### config.mk
export PLATFORM = sky130hd
export DESIGN_NAME = ledkey_responder
export DESIGN_NICKNAME = d
export VERILOG_FILES = /design/src/rtl/ledkey_responder.sv
export SDC_FILE = /design/constraint.sdc
export NUM_CORES = 1
export LEC_CHECK = 0
export BUFFER_PORTS_ARGS = -buffer_cell sky130_fd_sc_hd__buf_2
export CAP_MARGIN = 25
export CORE_UTILIZATION = 40
export CTS_CLUSTER_DIAMETER = 150
export DETAILED_ROUTE_END_ITERATION = 10
export GPL_ROUTABILITY_DRIVEN = 0
export PLACE_DENSITY = 0.65
export SLEW_MARGIN = 20
export SYNTH_ARGS = -nofsm -noshare
export SYNTH_HDL_FRONTEND = slang
export SYNTH_SLANG_ARGS = --single-unit
### constraint.sdc
create_clock -name clk -period 2.7 [get_ports clk]
set_input_delay 0.54 -clock clk [delete_from_list [all_inputs] [get_ports clk]]
set_output_delay 0.54 -clock clk [all_outputs]
set_load 0.02 [all_outputs]
### src/rtl/ledkey_responder.sv
// ledkey_responder: TM1638-compatible device end of the LED&KEY serial link.
// Decodes command/address/data bytes into a 16-byte display RAM and
// display-control state, and optionally shifts a key snapshot back out.
//
// Parameters:
//   SYNC_STAGES   synchroniser depth for the link inputs (2 or 3)
// Ports:
//   clk, rst_n             system clock, async active-low reset
//   i_lk_clk/stb/dio       serial clock, strobe (active low), data in
//   o_lk_dio, o_lk_dio_oe  data out and pad output enable
//   i_keys                 32-bit key snapshot, byte k sent k-th, LSB first
//   i_ram_addr/o_ram_data  combinational display-RAM read port
//   o_display_on           display enable
//   o_brightness           pulse-width setting
//   o_frame_done           one-cycle pulse at close of a frame with >=1 byte
// Build option:
//   TM1638_RESP_READ_EN    enables the key read-back path
module ledkey_responder #(
    parameter int SYNC_STAGES = 2
) (
    input  logic        clk,
    input  logic        rst_n,
    input  logic        i_lk_clk,
    input  logic        i_lk_stb,
    input  logic        i_lk_dio,
    output logic        o_lk_dio,
    output logic        o_lk_dio_oe,
    input  logic [31:0] i_keys,
    input  logic [3:0]  i_ram_addr,
    output logic [7:0]  o_ram_data,
    output logic        o_display_on,
    output logic [2:0]  o_brightness,
    output logic        o_frame_done
);

    typedef enum logic [2:0] {
        S_IDLE,
        S_CMD,
        S_WDATA,
        S_READ,
        S_SKIP
    } state_t;

    state_t r_state;

    logic [SYNC_STAGES-1:0] r_clk_sync;
    logic [SYNC_STAGES-1:0] r_stb_sync;
    logic [SYNC_STAGES-1:0] r_dio_sync;
    logic                   r_clk_d;
    logic                   r_stb_d;

    logic w_clk;
    logic w_stb;
    logic w_dio;
    logic w_clk_rise;
    logic w_clk_fall;
    logic w_stb_rise;
    logic w_stb_fall;
    logic w_capture;

    logic [7:0] r_shift;
    logic [2:0] r_bitcnt;
    logic       r_byte_vld;
    logic       r_byte_seen;
    logic [7:0] r_ram [16];
    logic [3:0] r_ptr;
    logic       r_read_mode;
    logic       r_fixed;
    logic       r_disp_on;
    logic [2:0] r_bright;
    logic       r_frame_done;

`ifdef TM1638_RESP_READ_EN
    logic [31:0] r_key;
    logic [5:0]  r_rd_cnt;
    logic        r_dio;
    logic        r_dio_oe;
`endif

    // Clock and strobe idle high, so their synchronisers reset high to
    // avoid a false edge right after reset.
    always_ff @(posedge clk or negedge rst_n) begin
        if (!rst_n) begin
            r_clk_sync <= '1;
            r_stb_sync <= '1;
            r_dio_sync <= '0;
            r_clk_d    <= 1'b1;
            r_stb_d    <= 1'b1;
        end else begin
            r_clk_sync <= {r_clk_sync[SYNC_STAGES-2:0], i_lk_clk};
            r_stb_sync <= {r_stb_sync[SYNC_STAGES-2:0], i_lk_stb};
            r_dio_sync <= {r_dio_sync[SYNC_STAGES-2:0], i_lk_dio};
            r_clk_d    <= w_clk;
            r_stb_d    <= w_stb;
        end
    end

    assign w_clk      = r_clk_sync[SYNC_STAGES-1];
    assign w_stb      = r_stb_sync[SYNC_STAGES-1];
    assign w_dio      = r_dio_sync[SYNC_STAGES-1];
    assign w_clk_rise = w_clk & ~r_clk_d;
    assign w_clk_fall = ~w_clk & r_clk_d;
    assign w_stb_rise = w_stb & ~r_stb_d;
    assign w_stb_fall = ~w_stb & r_stb_d;

    // Master-driven bits are only meaningful outside IDLE and READ.
    assign w_capture = w_clk_rise &&
                       (r_state == S_CMD || r_state == S_WDATA ||
                        r_state == S_SKIP);

    always_ff @(posedge clk or negedge rst_n) begin
        if (!rst_n) begin
            r_state      <= S_IDLE;
            r_shift      <= 8'h00;
            r_bitcnt     <= 3'd0;
            r_byte_vld   <= 1'b0;
            r_byte_seen  <= 1'b0;
            r_ptr        <= 4'd0;
            r_read_mode  <= 1'b0;
            r_fixed      <= 1'b0;
            r_disp_on    <= 1'b0;
            r_bright     <= 3'd0;
            r_frame_done <= 1'b0;
            for (int i = 0; i < 16; i++) begin
                r_ram[i] <= 8'h00;
            end
`ifdef TM1638_RESP_READ_EN
            r_key        <= 32'h0;
            r_rd_cnt     <= 6'd0;
            r_dio        <= 1'b0;
            r_dio_oe     <= 1'b0;
`endif
        end else begin
            r_byte_vld   <= 1'b0;
            r_frame_done <= 1'b0;
            if (w_stb_rise) begin
                // Strobe rise beats any coincident clock edge and drops
                // a partial byte or a pending byte.
                r_state      <= S_IDLE;
                r_bitcnt     <= 3'd0;
                r_frame_done <= r_byte_seen;
                r_byte_seen  <= 1'b0;
`ifdef TM1638_RESP_READ_EN
                r_dio        <= 1'b0;
                r_dio_oe     <= 1'b0;
`endif
            end else if (w_stb_fall) begin
                r_state     <= S_CMD;
                r_bitcnt    <= 3'd0;
                r_byte_seen <= 1'b0;
            end else begin
                if (w_capture) begin
                    r_shift  <= {w_dio, r_shift[7:1]};
                    r_bitcnt <= r_bitcnt + 3'd1;
                    if (r_bitcnt == 3'd7) begin
                        r_byte_vld  <= 1'b1;
                        r_byte_seen <= 1'b1;
                    end
                end
                if (r_byte_vld) begin
                    unique case (r_state)
                        S_CMD: begin
                            unique case (r_shift[7:6])
                                2'b01: begin
                                    r_read_mode <= r_shift[1];
                                    r_fixed     <= r_shift[2];
                                    r_state     <= S_SKIP;
`ifdef TM1638_RESP_READ_EN
                                    if (r_shift[1]) begin
                                        r_key    <= i_keys;
                                        r_rd_cnt <= 6'd0;
                                        r_state  <= S_READ;
                                    end
`endif
                                end
                                2'b10: begin
                                    r_disp_on <= r_shift[3];
                                    r_bright  <= r_shift[2:0];
                                    r_state   <= S_SKIP;
                                end
                                2'b11: begin
                                    r_ptr   <= r_shift[3:0];
                                    r_state <= S_WDATA;
                                end
                                default: r_state <= S_SKIP;
                            endcase
                        end
                        S_WDATA: begin
                            r_ram[r_ptr] <= r_shift;
                            if (!r_fixed) begin
                                r_ptr <= r_ptr + 4'd1;
                            end
                        end
                        default: ;
                    endcase
                end
`ifdef TM1638_RESP_READ_EN
                // 33rd falling edge releases the pad after bit 31.
                if (r_state == S_READ && w_clk_fall) begin
                    if (r_rd_cnt == 6'd32) begin
                        r_dio    <= 1'b0;
                        r_dio_oe <= 1'b0;
                        r_state  <= S_SKIP;
                    end else begin
                        r_dio    <= r_key[0];
                        r_dio_oe <= 1'b1;
                        r_key    <= {1'b0, r_key[31:1]};
                        r_rd_cnt <= r_rd_cnt + 6'd1;
                    end
                end
`endif
            end
        end
    end

    assign o_ram_data   = r_ram[i_ram_addr];
    assign o_display_on = r_disp_on;
    assign o_brightness = r_bright;
    assign o_frame_done = r_frame_done;

`ifdef TM1638_RESP_READ_EN
    logic w_unused;
    assign w_unused    = r_read_mode;
    assign o_lk_dio    = r_dio;
    assign o_lk_dio_oe = r_dio_oe;
`else
    // Mode bit and key inputs have no consumer without the read path.
    logic w_unused;
    assign w_unused    = ^{i_keys, r_read_mode, w_clk_fall};
    assign o_lk_dio    = 1'b0;
    assign o_lk_dio_oe = 1'b0;
`endif

endmodule

Yosys cells after proc, flatten, opt, wreduce, memory -nomap -nowiden
Index checks and enable logic that the tools add are counted.
{"block": "totals", "rom_bits": 0, "reg_bits": 162, "in_bits": 41, "n_memories": 0, "latch_bits": 0, "ram_bits": 0}
{"block": "classes", "n_mul": 0, "muxes": 26, "n_div": 0, "shifts": 0, "order_cmp": 3, "bitwise": 10, "add_sub_neg": 2, "reduce_logical": 16, "n_eq_ne": 9}
{"op": "128-bit bitwise mux", "n": 1}
{"op": "8-bit binary-select mux with 4-bit select", "n": 1}
{"op": "8-bit demux with 4-bit select", "n": 1}
{"op": "3-bit 2-to-1 mux", "n": 8}
{"op": "8-bit 2-to-1 mux", "n": 3}
{"op": "3-bit nonzero test", "n": 4}
{"op": "5-bit greater-or-equal comparator, second input constant", "n": 2}
{"op": "4-bit NOT with 5-bit output", "n": 2}
{"op": "5-bit AND reduction", "n": 2}
{"op": "1-bit 2-to-1 mux", "n": 9}
{"op": "4-bit 2-to-1 mux", "n": 2}
{"op": "4-bit case mux with 2 select lines", "n": 1}
{"op": "3-bit == test, second input constant", "n": 2}
{"op": "6-bit AND reduction", "n": 1}
{"op": "5-bit by 1-bit < comparator with 1-bit output, second input constant", "n": 1}
{"op": "1-bit NOT", "n": 5}
{"op": "4-bit by 1-bit adder with 4-bit output, second input constant", "n": 1}
{"op": "2-bit == test, second input constant", "n": 2}
{"op": "2-bit AND reduction", "n": 2}
{"op": "4-bit AND reduction", "n": 1}
{"op": "3-bit by 1-bit adder with 3-bit output, second input constant", "n": 1}
{"op": "1-bit bitwise AND", "n": 3}
{"op": "3-bit by 1-bit == test with 1-bit output, second input constant", "n": 1}
{"op": "3-bit by 2-bit == test with 1-bit output, second input constant", "n": 1}
{"op": "7 further kinds", "n": 9}

Longest topological paths before layout
Gate-level depths: netlist (run 1).
{"block": "logic_depth", "ltp_word": 7, "mapped_depth": 8}

Worst setup path before layout (run 1)
No wires, ideal clock.
{"block": "synth_path", "path_kind": "input to output", "startpoint": "in i_ram_addr[0]", "endpoint": "out o_ram_data[1]", "setup_slack_ns": 0.239, "required_ns": 2.160, "t_arrival_ns": 1.921, "path_buffers": 2, "cell_stages": 5, "path_cell_list": "clkbuf_1 buf_2 mux4_2 a22oi_1 nand2_1"}
{"block": "synth_via", "elab_chain_len": 4}
{"element": "start: declaration", "line_no": "29", "text": "input logic [3:0] i_ram_addr,"}
{"element": "4-bit NOT with 5-bit output (not written as such)", "line_no": "216", "text": "assign o_ram_data = r_ram[i_ram_addr];"}
{"element": "8-bit binary-select mux with 4-bit select", "line_no": "216"}
{"element": "8-bit 2-to-1 mux (not written as such) (2 in a row)", "line_no": "216"}
{"element": "end: declaration", "line_no": "30", "text": "output logic [7:0] o_ram_data,"}
Every way passes these cells. The select of a mux whose other input is x is not followed.

Worst setup path after layout (run 1)
{"block": "layout_path", "startpoint": "in i_ram_addr[0]", "endpoint": "out o_ram_data[2]"}
The elaborated chain is that of the path after synthesis.

==> flow_summary_export.csv, run 1 <==
group,metric,value,unit
run_status,status,"complete, no violations",
power,ir_drop,434.8,uV
clock_tree,cts_sinks,162,
place,dp_slack,152.8,ps
route,num_vias,4161,
timing,maxSlewViolCount,0,
clock_tree,cts_root_buf,"clkbuf_16",
route,drt_iter0_markers,224,
route,antenna_left,0,
die,ios,56,
setup_path,worstReg2RegStart,"r_stb_sync[1]$_DFF_PN1_",
die,coreArea,0.01796,sq mm
final_layout,postLayoutCoreUtil,47.35,%
global_route,grt_pass1_vias,4546,
die,dieArea,0.01887,sq mm
yosys,ys_types,38,
setup_path,r2r_end,"r_ram[30]$_DFFE_PN0P_",
timing,post-route-worst-setup-slack,119.0,ps
route,dr.pass1.iters,4,
final_layout,antenna_cells_inserted,0,
setup_path,worstSetupStartpoint,"i_ram_addr[0]",
final_layout,post-route-cell-area,0.008506,sq mm
place,dp_hpwl,9801,um
global_route,grt_max_degree,64,
setup_path,cp-endpoint,"o_ram_data[2]",
route,viasPerCell,5.418,
global_route,grt_pass1_wl,24830,um
final_layout,fillers,1535,
clock_tree,clk_path_buf_depth,2,
clock_tree,htree_levels,4,
job,drv_cap,0,
final_layout,final_cell_mix,"dfrtp_1, mux2_2, mux4_2",
global_route,antenna_found_initial,0,
die,start_util,40.80,%
final_layout,drive_gt1_share,48.98,%
setup_path,worst_setup_path_start_kind,"primary input",
yosys,avgSynthCellArea,14.84,sq um
global_route,overflow,0,
timing,clock.fmax,387.4,MHz
timing,worst_pin_slew,772.4,ps
place,io_buffers,21,
die,row_count,49,
setup_path,arrival,2040,ps
timing,period_minus_slack,2581,ps
final_layout,fin_nets,575,
route,totalWireLength,15110,um
setup_path,worstSetupEndpointType,"output port",
route,drc,0,
min_path,hp-class,"primary input to asynchronous set/reset pin",
yosys,ys_ff_latch,162,
setup_path,required,2160,ps
clock_tree,cts.clk_slew.worst_paths,60,ps
timing,fin_skew,13.95,ps
final_layout,mostFrequentLayoutCell,"dfrtp_1",
yosys,synth-seq-area-share,55.41,%
yosys,yosysWarnings,0,
yosys,synth_area,0.007330,sq mm
die,die_h,137.4,um
power,p_leak,4.108,nW
power,powerDensity,679.3,mW/mm^2
clock_tree,cts_buffers,17,
die,die_w,137.4,um
clock_tree,cts_setup_buffers,0,
place,dp.cells,736,
final_layout,finalNonFillerCells,768,
setup_path,reg2reg_depth,7,
global_route,grtUsageTotal,18.05,%
clock_tree,ctsResizeCount,0,
setup_path,r2r_slack,190,ps
place,postPlaceCellArea,0.007840,sq mm
timing,post-route-period-util,95.59,%
yosys,synthCells,494,
clock_tree,holdBufCountCts,0,
timing,setup_violations,0,
timing,timing.slew.headroom,48.51,%
timing,rsz0062_at_grt,"no",
timing,hold_viol,0,
setup_path,crit_type,"primary input to output port",
clock_tree,cts_tree,"built",
route,detail_route.wl_per_cell,19.68,um
setup_path,cp_max_fo,17,
final_layout,area_growth,16.05,%
timing,final.setup.tns,0,ps
clock_tree,clk_latency,430,ps
==> per-stage QoR <==
| stage | total power [mW] | hold slack (ps) |
|---|---|---|
| floorplan | 2.946 | 244.4 |
| global placement | 3.126 | 335.7 |
| detailed placement | 3.159 | 335.5 |
| CTS | 5.846 | 108.5 |
| global route | 6.018 | 137.8 |
| finish | 5.778 | 93.50 |
==> report_power, final <==
| part | internal [mW] | switching, mW |
|---|---|---|
| registers | 2.50 | 0.240 |
| logic | 0.159 | 0.207 |
| clock network | 1.74 | 0.927 |
| total | 4.40 | 1.37 |
==> cell families after synthesis <==
family | share of synthesized area [%]
mux | 32.21
flops | 55.41
simple gates | 5.838
buf+inv | 2.236
compound gates | 2.885
fa+ha+maj | 1.366
other cells | 0.05116
==> registers in the layout, summed over array words and instances (netlist names), 2 cells and up <==
signal	cells
r_ram	128
r_shift	8
r_ptr	4
o_brightness	3
r_bitcnt	3
r_state	3
r_clk_sync	2
r_dio_sync	2
r_stb_sync	2
==> per-layer routing <==
layer  track usage (%)  vias up  wire length, um  share of wire, %
met5                 0        -                0                 0
met4             5.800        0              184               1.2
met3             3.900       13              526               3.5
met2             29.49       66             7385                49
met1             23.96     2220             7018                46
li1                  -     1862                -                 -
==> worst min-delay path by stage <==
stage                                   to  slack [ps]  cells past startpoint
2_1_floorplan  o_brightness[0]$_DFFE_PN0P_         240                      0
3_3_place_gp       r_dio_sync[1]$_DFF_PN0_         340                      0
3_5_place_dp       r_dio_sync[1]$_DFF_PN0_         340                      0
4_1_cts            r_bitcnt[1]$_DFFE_PN0P_         110                      1
5_1_grt            r_bitcnt[1]$_DFFE_PN0P_         140                      1
6_report           r_bitcnt[0]$_DFFE_PN0P_          90                      1
==> synth_stat cells <==
master,count,area [sq um]
a22oi_1,16,120.1
nand2_1,26,97.59
o311a_1,1,10.01
buf_4,2,15.01
o41ai_1,1,8.760
ha_1,8,100.1
buf_1,3,11.26
mux2i_1,3,30.03
inv_1,6,22.52
or3_1,2,12.51
a21boi_0,1,7.510
and4b_1,2,20.02
nor4b_2,2,30.03
or4b_1,1,10.01
nor2_2,6,37.54
or3b_2,1,8.760
and2_1,3,18.77
dfstp_2,6,157.7
nor3_4,1,16.27
buf_2,4,20.02
conb_1,1,3.750
nor3_1,2,10.01
nand3b_1,2,15.01
clkbuf_2,1,5.000
nor3b_1,3,22.52
mux2_1,2,22.52
and3_1,1,6.260
mux2_2,141,1588
mux4_2,32,720.7
a21oi_1,3,15.01
o211ai_1,2,15.01
nor2_1,4,15.01
nor2b_1,9,56.30
o21ai_0,7,35.03
nand3_1,4,20.02
dfrtp_1,156,3904
nand2b_1,5,31.28
clkbuf_1,24,90.09
==> cell type report <==
class / count / area (sq um) / share of cell area, %
timing repair buffer: 46 / 361.6 / 4.251
multi-input combinational: 293 / 3108 / 36.54
clock inverter: 8 / 173.9 / 2.045
sequential: 162 / 4061 / 47.75
clock buffer: 24 / 491.7 / 5.781
inverter: 6 / 22.52 / 0.2648
tap: 229 / 286.5 / 3.369
==> worst max-delay path, cell delays in order <==
cell,delay (ps)
buf_2,140
buf_12,210
mux4_2,520
a22oi_1,350
nand2_1,110
buf_2,170
Note: power is estimated with default switching activity, not from simulation.
==> run 2, diff against run 1 <==
- MAX_ROUTING_LAYER: unset -> met4
==> flow_summary_export.csv, run 2 (same netlist as run 1, synthesis figures left out) <==
group,metric,value,unit
setup_path,cp_max_fo,17,
route,dr.pass1.iters,4,
timing,post-route-period-util,95.77,%
die,die_h,137.4,um
timing,period_minus_slack,2586,ps
setup_path,reg2reg_depth,7,
place,dp_hpwl,9801,um
power,p_leak,4.108,nW
die,coreArea,0.01796,sq mm
global_route,grt_max_degree,64,
final_layout,largest_reg_flops,128,
timing,maxSlewViolCount,0,
setup_path,required,2160,ps
job,drv_cap,0,
place,postPlaceCellArea,0.007840,sq mm
final_layout,mostFrequentLayoutCell,"dfrtp_1",
clock_tree,holdBufCountCts,0,
route,drt_iter0_markers,190,
route,viasPerCell,5.421,
clock_tree,clk_latency,430,ps
final_layout,area_growth,16.05,%
final_layout,drive_gt1_share,48.98,%
setup_path,worstSetupEndpointType,"output port",
timing,worst_pin_slew,757.8,ps
die,ios,56,
final_layout,postLayoutCoreUtil,47.35,%
setup_path,worst_setup_path_start_kind,"primary input",
timing,final.setup.tns,0,ps
timing,setup_violations,0,
timing,clock.fmax,386.7,MHz
final_layout,reg_top3,"r_ram x128, r_shift x8, r_ptr x4",
global_route,grt_pass1_vias,4547,
global_route,grt_pass1_wl,24830,um
clock_tree,htree_levels,4,
power,powerDensity,679.3,mW/mm^2
clock_tree,cts_root_buf,"clkbuf_16",
final_layout,fillers,1535,
final_layout,fin_nets,575,
final_layout,antenna_cells_inserted,0,
global_route,antenna_found_initial,0,
final_layout,post-route-cell-area,0.008506,sq mm
clock_tree,cts_buffers,17,
timing,fin_skew,15.64,ps
clock_tree,cts_sinks,162,
timing,timing.slew.headroom,49.48,%
final_layout,regMostFlops,"r_ram",
timing,rsz0062_at_grt,"no",
die,row_count,49,
setup_path,r2r_slack,180,ps
die,start_util,40.80,%
setup_path,worstReg2RegStart,"r_stb_sync[1]$_DFF_PN1_",
setup_path,r2r_end,"r_ram[30]$_DFFE_PN0P_",
route,antenna_left,0,
run_status,status,"complete, no violations",
place,dp_slack,152.8,ps
clock_tree,cts_setup_buffers,0,
min_path,hp-class,"primary input to asynchronous set/reset pin",
global_route,grtUsageTotal,18.58,%
route,detail_route.wl_per_cell,19.63,um
power,ir_drop,434.3,uV
die,dieArea,0.01887,sq mm
place,io_buffers,21,
route,totalWireLength,15080,um
setup_path,crit_type,"primary input to output port",
setup_path,arrival,2050,ps
final_layout,final_cell_mix,"dfrtp_1, mux2_2, mux4_2",
global_route,overflow,0,
clock_tree,cts.clk_slew.worst_paths,60,ps
timing,hold_viol,0,
route,drc,0,
clock_tree,cts_tree,"built",
timing,post-route-worst-setup-slack,114.3,ps
die,die_w,137.4,um
clock_tree,clk_path_buf_depth,2,
clock_tree,ctsResizeCount,0,
route,num_vias,4163,
run 2: layer usage:
metal / track usage, % / up-vias / routed length (um)
met5: - / - / 0
met4: 5.617 / 0 / 165
met3: 4.010 / 12 / 566
met2: 29.49 / 68 / 7412
met1: 23.91 / 2215 / 6931
li1: - / 1868 / -
run 2: power by group:
group | internal, mW | total, mW | switching, mW | leakage [nW]
sequential | 2.50 | 2.74 | 0.239 | 2.23
combinational | 0.159 | 0.366 | 0.207 | 1.56
clock | 1.74 | 2.67 | 0.928 | 0.317
total | 4.40 | 5.78 | 1.37 | 4.11
run 2: area by class of cell:
type | instances | area, sq um | area share (%)
Clock buffer | 24 | 491.7 | 5.781
Timing Repair Buffer | 46 | 361.6 | 4.251
Inverter | 6 | 22.52 | 0.2648
Multi-Input combinational cell | 293 | 3108 | 36.54
Clock inverter | 8 | 173.9 | 2.045
Tap cell | 229 | 286.5 | 3.369
Sequential cell | 162 | 4061 | 47.75
run 2: how the worst max path moves through the flow:
stage | cells past startpoint | end | start | slack [ps]
finish | 6 | o_ram_data[2] | i_ram_addr[0] | 110
global route | 7 | r_ram[30]$_DFFE_PN0P_ | r_stb_sync[1]$_DFF_PN1_ | 60
CTS | 6 | o_ram_data[1] | i_ram_addr[0] | 150
detailed placement | 6 | o_ram_data[1] | i_ram_addr[0] | 150
global placement | 6 | o_ram_data[2] | i_ram_addr[0] | 150
floorplan | 5 | o_ram_data[1] | i_ram_addr[0] | 240
run 2: per-stage QoR:
stage,cells,total power [mW],hold slack [ps]
6_report,768,5.778,94.93
5_1_grt,768,6.018,136.9
4_1_cts,768,5.846,108.5
3_5_place_dp,736,3.159,335.5
3_3_place_gp,736,3.126,335.7
2_1_floorplan,495,2.946,244.4
run 2: critical path, stage by stage:
cell and delay, ps:
buf_2 140, buf_12 200, mux4_2 520, a22oi_1 350
nand2_1 120, buf_2 170
==> run 3, diff against run 2 <==
--- a/constraint.sdc
+++ b/constraint.sdc
@@ -3,2 +3,2 @@
 set_output_delay 0.54 -clock clk [all_outputs]
-set_load 0.02 [all_outputs]
+set_load 0.05 [all_outputs]
==> flow_summary_export.csv, run 3 (same netlist as run 1, synthesis figures left out) <==
group,metric,value,unit
global_route,grt_pass1_wl,24770,um
clock_tree,cts_tree,"built",
timing,clock.fmax,378.1,MHz
final_layout,finalNonFillerCells,773,
clock_tree,cts_buffers,17,
global_route,antenna_found_initial,0,
route,drt_iter0_markers,198,
final_layout,mostFrequentLayoutCell,"dfrtp_1",
die,row_count,49,
global_route,overflow,0,
place,io_buffers,21,
timing,period_minus_slack,2645,ps
setup_path,cp_max_fo,6,
timing,finalHoldWorstSlack,56.76,ps
run_status,status,"complete, no violations",
route,num_vias,4236,
timing,final.setup.tns,0,ps
final_layout,largest_reg_flops,128,
clock_tree,ctsResizeCount,0,
global_route,top_usage_layer,"met2",
timing,setup_violations,0,
power,p_leak,4.103,nW
route,detail_route.wl_per_cell,19.89,um
global_route,met2_usage,29.85,%
die,ios,56,
clock_tree,cts.clk_slew.worst_paths,60,ps
place,postPlaceCellArea,0.007853,sq mm
final_layout,antenna_cells_inserted,0,
setup_path,crit_type,"primary input to output port",
timing,post-route-period-util,97.95,%
place,dp_slack,80.16,ps
power,powerDensity,664.5,mW/mm^2
route,antenna_left,0,
setup_path,arrival,2100,ps
route,totalWireLength,15370,um
clock_tree,htree_levels,4,
final_layout,fillers,1557,
setup_path,worst_setup_path_start_kind,"primary input",
final_layout,post-route-cell-area,0.008476,sq mm
final_layout,drive_gt1_share,49.63,%
place,dp_hpwl,10010,um
timing,worst_pin_slew,785.4,ps
die,die_w,137.4,um
die,coreArea,0.01796,sq mm
setup_path,required,2160,ps
power,ir_drop,358.3,uV
clock_tree,clk_path_buf_depth,2,
clock_tree,holdBufCountCts,0,
route,dr.pass1.iters,5,
final_layout,area_growth,15.64,%
timing,post-route-worst-setup-slack,55.31,ps
route,drc,0,
clock_tree,cts_sinks,162,
clock_tree,cts_setup_buffers,0,
global_route,grt_util_met1,23.36,%
die,dieArea,0.01887,sq mm
clock_tree,cts_root_buf,"clkbuf_16",
timing,hold_viol,0,
route,viasPerCell,5.480,
global_route,met3_usage,3.937,%
global_route,grtUsageTotal,18.62,%
min_path,hp-class,"primary input to asynchronous set/reset pin",
timing,fin_skew,6.667,ps
place,dp.cells,741,
timing,timing.slew.headroom,47.64,%
timing,rsz0062_at_grt,"no",
final_layout,fin_nets,580,
clock_tree,clk_latency,430,ps
timing,maxSlewViolCount,0,
final_layout,regMostFlops,"r_ram",
die,start_util,40.80,%
setup_path,worstSetupEndpointType,"output port",
die,die_h,137.4,um
final_layout,final_cell_mix,"dfrtp_1, mux2_2, mux4_2",
job,drv_cap,0,
global_route,grt_max_degree,67,
final_layout,reg_top3,"r_ram x128, r_shift x8, r_ptr x4",
global_route,grt_pass1_vias,4534,
[run 3: cell types whose count changed in the layout (fill, tap and decap cells not counted)]
cell	delta
inv_6	+1
clkinv_4	+3
buf_12	-2
clkbuf_1	-1
bufinv_16	-2
buf_4	+7
clkbuf_8	-1
[run 3: path summary, 6_finish.rpt]
path,end,cells past startpoint,start,slack (ps)
max,o_ram_data[7],6,i_ram_addr[0],60
min,r_dio_sync[0]$_DFF_PN0_,1,rst_n,60
max reg2reg,r_ram[125]$_DFFE_PN0P_,7,r_stb_sync[1]$_DFF_PN1_,180
min reg2reg,r_clk_sync[1]$_DFF_PN1_,0,r_clk_sync[0]$_DFF_PN1_,360
max in group asynchronous,r_stb_d$_DFF_PN1_,2,rst_n,1770
min in group clk,r_clk_sync[0]$_DFF_PN1_,1,i_lk_clk,210
[run 3: area by class of cell]
type,instances,area [sq um],area share (%)
clock buffer,22,474.2,5.595
clock inverter,10,148.9,1.757
sequential,162,4061,47.92
inverter,6,22.52,0.2657
tap,229,286.5,3.381
timing repair buffer,51,374.1,4.414
multi-input combinational,293,3108,36.67
[run 3: worst max-delay path, cell delays in order]
cell	delay, ps
buf_2	140
buf_4	210
mux4_2	510
a22oi_1	370
nand2_1	110
buf_2	220
[run 3: metrics by stage]
stage	utilization [%]	total power, mW
2_1_floorplan	-	2.950
3_3_place_gp	43.71	3.142
3_5_place_dp	43.71	3.175
4_1_cts	47.18	5.698
5_1_grt	47.18	5.865
6_report	47.18	5.632
[run 3: where the power goes]
part	internal (mW)	total, mW	leakage (nW)	switching [mW]
Combinational	0.167	0.424	1.58	0.256
Clock	1.54	2.51	0.297	0.971
Sequential	2.50	2.70	2.23	0.196
[run 3: per-layer routing]
layer / vias to the layer above / routed length [um]
li1: 1886 / -
met1: 2258 / 7117
met2: 72 / 7562
met3: 20 / 472
met4: 0 / 219
met5: - / 0
